[config.mk]
export PLATFORM = sky130hd
export DESIGN_NAME = early_result_queue
export DESIGN_NICKNAME = d
export VERILOG_FILES = /design/src/rtl/early_result_queue_pkg.sv /design/src/rtl/early_result_queue.sv
export SDC_FILE = /design/constraint.sdc
export NUM_CORES = 1
export LEC_CHECK = 0
export CAP_MARGIN = 20
export CORE_MARGIN = 4
export CORE_UTILIZATION = 60
export CTS_CLUSTER_DIAMETER = 80
export DETAILED_ROUTE_END_ITERATION = 10
export DONT_BUFFER_PORTS = 1
export PLACE_DENSITY = 0.86
export SLEW_MARGIN = 40
export SYNTH_ARGS = -nofsm -noshare
export SYNTH_HDL_FRONTEND = slang
export SYNTH_SLANG_ARGS = --single-unit
[constraint.sdc]
create_clock -name clk -period 6 [get_ports clk]
set_clock_uncertainty 0.2 [all_clocks]
set_input_delay 0.3 -clock clk [delete_from_list [all_inputs] [get_ports clk]]
set_output_delay 0.3 -clock clk [all_outputs]
set_load 0.005 [all_outputs]
[src/rtl/early_result_queue_pkg.sv]
// Shared widths and the buffered-entry layout for the early result queue.
package early_result_queue_pkg;
  localparam int DATA_MSB = 31;
  localparam int TAG_MSB  = 3;
  localparam int Q_DEPTH  = 4;

  typedef struct packed {
    logic [DATA_MSB:0] data;
    logic [TAG_MSB:0]  tag;
  } early_entry_t;
endpackage

[src/rtl/early_result_queue.sv]
// Small FIFO of rename-stage results (LUI/AUIPC, JAL/JALR link) waiting for the CDB.
module early_result_queue
  import early_result_queue_pkg::*;
#(
  parameter int WIDTH = DATA_MSB,
  parameter int ROB   = TAG_MSB,
  parameter int DEPTH = Q_DEPTH
) (
  input  logic                     clk,
  input  logic                     resetN,
  input  logic                     earlyWrite,
  input  logic                     isJAL,
  input  logic [WIDTH:0]           earlyResult,
  input  logic [WIDTH:0]           seqPC,
  input  logic [ROB:0]             robTag,
  input  logic                     flush,
  input  logic                     cdbGrant,
  output logic                     cdbRequest,
  output logic [WIDTH:0]           cdbResult,
  output logic [ROB:0]             cdbTag,
  output logic                     full,
  output logic [$clog2(DEPTH):0]   count
);
  localparam int PW = $clog2(DEPTH);
  localparam int CW = PW + 1;

  typedef struct packed {
    logic [WIDTH:0] data;
    logic [ROB:0]   tag;
  } entry_t;

  entry_t          mem_q [DEPTH];
  logic [PW-1:0]   head_q, tail_q;
  logic [CW-1:0]   cnt_q, cnt_d;
  logic            enq, deq;

  // All flags come from registered state only; no path from earlyWrite to the request.
  always_comb begin
    cdbRequest = (cnt_q != '0);
    full       = (cnt_q == CW'(DEPTH));
    count      = cnt_q;
    enq        = earlyWrite & ~full;
    deq        = cdbRequest & cdbGrant;
    cnt_d      = cnt_q + CW'(enq) - CW'(deq);
    cdbResult  = '0;
    cdbTag     = '0;
    if (cdbRequest) begin
      cdbResult = mem_q[head_q].data;
      cdbTag    = mem_q[head_q].tag;
    end
  end

  always_ff @(posedge clk) begin
    if (!resetN || flush) begin
      head_q <= '0;
      tail_q <= '0;
      cnt_q  <= '0;
    end else begin
      if (enq) begin
        mem_q[tail_q] <= '{data: (isJAL ? seqPC : earlyResult), tag: robTag};
        tail_q        <= tail_q + 1'b1;
      end
      if (deq) head_q <= head_q + 1'b1;
      cnt_q <= cnt_d;
    end
  end
endmodule

* Word level (Yosys, flattened, before mapping)
Memories as Yosys holds them, arrays and structs flattened. A register that Yosys moved wholly into a read port is not among the register bits.
Index checks and enable logic that the tools add are counted.
** Cells by class
- Mux-type cells :: 8
- Bitwise logic cells :: 3
- Equality and inequality tests :: 1
- Add/sub/neg operators :: 4
- Reductions and logical operators :: 3
** Operator list (count)
- 32-bit two-way mux :: 2
- 2-bit by 1-bit adder with 2-bit output, second input constant :: 2
- 2-bit two-way mux :: 2
- 4-bit two-way mux :: 1
- 3-bit by 1-bit adder with 3-bit output :: 1
- 3-bit equality test, second input constant :: 1
- 1-bit two-way mux :: 3
- 3-bit nonzero test :: 1
- 3-bit by 1-bit subtractor with 3-bit output :: 1
- 1-bit AND :: 2
- 1-bit logical NOT :: 1
- 1-bit logical OR :: 1
- 1-bit NOT :: 1
** Storage, ports and cells
- Input bits :: 74
- Output and inout port bits :: 41
- Register bits :: 7
- Memories :: 1
- Bits in writable memories :: 144
** Memory list
- mem_q :: depth 4, width 36, rd ports 1, clocked after memory_dff 1, wr ports 1, line early_result_queue.sv:32 : entry_t mem_q [DEPTH];

* Longest topological paths before layout
- Word-level depth :: 6
- Gate-level depth with buffers :: 11

* Worst setup path after synthesis
No wires, ideal clock.
- Path type :: register to register
- From :: reg cnt_q[2], in the netlist count[2]
- To :: reg cnt_q[2], in the netlist count[2]
- Stages on the path, launching flop included :: 12
- Period minus slack after synthesis :: 2483 ps
- Arrival :: 2205 ps
- Path slack :: 3517 ps
- Path buffers :: 0
- Cell sequence :: dfxtp_1 > or3b_4 > and2_4 > inv_1 > ha_1 > inv_1 > ha_1 > inv_1 > fa_1 > xor2_1 > and2_1 > nor3_1
** On the way
- Cells in the longest elaborated chain, start to end :: 5
** Ends and longest elaborated chain
- start: declaration :: line early_result_queue.sv:34 : logic [CW-1:0] cnt_q, cnt_d;
- start signal: assignment :: line early_result_queue.sv:64 : cnt_q <= cnt_d;
- 3-bit equality test :: line early_result_queue.sv:40 : full = (cnt_q == CW'(DEPTH));
- 1-bit NOT :: line early_result_queue.sv:42 : enq = earlyWrite & ~full;
- 1-bit AND :: line early_result_queue.sv:42
- 3-bit by 1-bit adder with 3-bit output :: line early_result_queue.sv:44 : cnt_d = cnt_q + CW'(enq) - CW'(deq);
- 3-bit by 1-bit subtractor with 3-bit output (*) :: line early_result_queue.sv:44
Every way passes the cells marked *; elsewhere a longest branch is shown, timed or not.
A chain may end at the register's enable or synchronous reset.

* Final worst setup path
- From :: reg cnt_q[1], in the netlist count[1]
- To :: reg cnt_q[2], in the netlist count[2]
** RTL lines
- 3-bit nonzero test :: line early_result_queue.sv:39 : cdbRequest = (cnt_q != '0);
- 1-bit AND :: line early_result_queue.sv:43 : deq = cdbRequest & cdbGrant;
- net deq :: line early_result_queue.sv:35 : logic enq, deq;
- 3-bit by 1-bit subtractor with 3-bit output :: line early_result_queue.sv:44
The timed path passes the listed nets, and every way through them passes these cells.

==> run summary <==
Status - finished, final reports clean
Switching power - 0.000503 W
Antenna violations before repair - 0
Starting Density - 61.3%
CP Launch Point - count[1]$_SDFF_PP0_
CP endpoint - count[2]$_SDFF_PP0_
Total track usage - 20.9%
Number of H-tree levels - 4
Slew margin rel. - 51.9%
Setup Buffers After CTS - 0
Setup TNS - 0 ns
Worst-path clk slew - 0.07 ns
Core Box Area - 10,300 um2
CTS tree - yes
Internal power - 0.00183 W
MaxCap Viol Count - 0
Row count - 37
Final net count - 478
Grt total ovfl - 0
Switching share of power - 21.5%
Layout fillers - 589
Yosys reg bits - 153
Setup Viol. Count Final - 0
Die Width - 111 um
First-pass GRT wire length - 19.3 mm
Antenna diodes - 0
Tcrit/Tclk final - 48.1%
Routed WL per cell - 21.9 um
Max Slew Vio Count - 0
Clock Tree Buf Depth - 2
Synth Cell Area - 6300 um2
Yosys top cell area share - 68.6%
Comb power frac - 7.3%
Delay-heaviest family, CP - adder cells
Crit path cell chain - nor3_4 -> buf_4 -> nor2b_1 -> ha_1 -> inv_1 -> ha_1 -> inv_1 -> fa_1 -> xor2_1 -> and2_1 -> nor3_1
Tmin final - 2.89 ns
Sequential-to-total area share from yosys stat - 71.4%
Drt first-iter violations - 177
Overall Power - 0.00234 W
Crit path max-delay cell type - buf_4
Area contributors post-synth - edfxtp_1 69%, mux4_2 13%, mux2_2 5.4%
Clock sink count - 153
Via count of the routed design - 3,191
Largest net degree at the start of global routing - 42
DP HPWL - 6.28 mm
Reg2reg end - count[2]$_SDFF_PP0_
Clock Tree Root - clkbuf_8
Unrepaired setup endpoints after global routing - false
Crit Path Category - flip-flop to flip-flop
Count of cell types in the netlist - 31
DIE AREA - 12,200 um2
Max incr delay on CP - 0.44 ns
CP Launch Type - flip-flop
DR vias/cell - 5.84
Power Density - 302 nW/um2
Critical Path AT - 3.13 ns
Clock network fraction of design power - 41.5%
Synthesized area per cell - 20.0 um2
Critical Path Fanout Max - 41
Share of layout cells above drive strength 1 - 26.3%
Reg2Reg Setup Slack - 3.11 ns
Max Freq - 0.346 GHz
Total Wirelength - 11.9 mm
Most frequent cells in the layout - 144 x edfxtp_1, 76 x dlygate4sd3_1, 38 x nor2b_1, 36 x mux4_2, 30 x mux2_2
Post-Syn Nets - 397
CP Capture Type - flip-flop
Final ANT Viol Nets - 0
Drt pass-1 iters - 5
Final Hold Fails - 0
Flop pwr share - 51.2%
Yosys top cell by area - edfxtp_1
DR DRC count - 0
Worst EP required - 6.25 ns
IR drop worst, VDD - 0.000263 V
Commonest non-fill, non-tap cell in the layout - edfxtp_1
Ports - 115
Area grow syn2layout - 22.5%
Worst reg2reg path depth - 11
Worst slew pin tran - 0.722 ns
Mapped Cells - 316
Type of the most critical hold path - input pin to flip-flop
Yosys warnings - 0
Die height - 111 um
FF-to-FF Start - count[1]$_SDFF_PP0_
Gpl congestion - 0.725
Clock Latency Late Sink - 0.52 ns
Crit path depth - 11
Crit path buf inv count - 3
CTS Buf Count - 17
# port buffers - 0
Static Leak - 2.51 nW
Vias in the first global route - 3,601
layer usage:
metal	global-route usage, %	vias to the layer above	part of all wire (%)
met2	35.8	119	54
li1	-	1421	-
met4	7.22	0	1.3
met3	7.67	16	6.7
met1	24.3	1635	38
met5	0	-	0
cell families (layout without fill, tap and decap cells):
group / Yosys count / in the layout / synth area share (%)
buffers and inverters: 23 / 117 / 2.00
AND/OR/NAND/NOR: 57 / 57 / 5.70
AO/OA/AOI/OAI: 7 / 7 / 0.635
multiplexers: 68 / 68 / 18.6
flip-flops: 153 / 153 / 71.4
XOR/XNOR: 1 / 1 / 0.139
adder cells (fa/ha/maj): 7 / 7 / 1.51
power by group through the flow:
stage          logic (W)  registers (W)  clock network, W
2_1_floorplan  0.0000994        0.00122                 0
3_3_place_gp    0.000118        0.00122                 0
3_5_place_dp    0.000124        0.00122                 0
4_1_cts         0.000172        0.00119          0.000974
5_1_grt         0.000187        0.00120           0.00103
6_report        0.000172        0.00120          0.000968
synth_stat cells:
cell type  count
nor3_2         1
mux2_1         2
and2_1         2
nand3_1        1
nand2b_1       1
dfxtp_1        9
mux4_2        36
clkbuf_2       1
nand2_1        2
a21oi_1        2
o21ai_0        3
a21o_1         1
o31ai_1        1
nor2_1         2
fa_1           1
nor3_1         1
and2_4         1
buf_6          4
inv_1          7
edfxtp_1     144
or3_1          1
buf_2          7
clkbuf_1       4
or3b_4         1
mux2_2        30
nor2b_1       38
xor2_1         1
and3_1         4
nand4_1        1
or4b_2         1
ha_1           6
flip-flops by register name, indices dropped and copies added, names as in the netlist, named ones only:
name / cells
mem_q: 144
count: 3
tail_q: 2
head_q: 2
area by class of cell:
cell class              instances  area [um2]  area share (%)
clock buffers                  19         422            5.46
clock inverters                13         118            1.52
inverters                       7        26.3           0.340
multi-input cells             140        1700            22.0
flip-flops and latches        153        4510            58.4
well taps                     136         170            2.20
repair buffers                 78         776            10.0
timing repair:
item                      CTS  global route
gates resized for setup     0             0
hold endpoints to repair  153             0
hold buffers               76             0
worst min-delay path by stage:
| stage | depth (start not counted) | from | slack (ns) | end |
|---|---|---|---|---|
| after global routing | 1 | robTag[0] | 0.33 | mem_q[0][0]$_DFFE_PP_ |
| after floorplan | 0 | robTag[0] | 0.20 | mem_q[0][0]$_DFFE_PP_ |
| after CTS | 1 | robTag[0] | 0.30 | mem_q[0][0]$_DFFE_PP_ |
| after detailed placement | 0 | robTag[0] | 0.20 | mem_q[3][0]$_DFFE_PP_ |
| after global placement | 0 | robTag[1] | 0.20 | mem_q[0][1]$_DFFE_PP_ |
| final | 1 | robTag[0] | 0.32 | mem_q[2][0]$_DFFE_PP_ |
through the flow:
| stage | util [%] | std cells | hold WS (ns) | setup WS (ns) | area, um2 |
|---|---|---|---|---|---|
| 6_report | 75.1 | 546 | 0.325 | 3.11 | 7720 |
| 4_1_cts | 75.1 | 546 | 0.298 | 3.12 | 7720 |
| 3_5_place_dp | 62.5 | 438 | 0.199 | 3.20 | 6420 |
| 5_1_grt | 75.1 | 546 | 0.332 | 2.94 | 7720 |
| 3_3_place_gp | 62.3 | 438 | 0.199 | 3.31 | 6400 |
| 2_1_floorplan | - | 316 | 0.199 | 3.52 | 6300 |
Power figures use the tool's default switching activity.
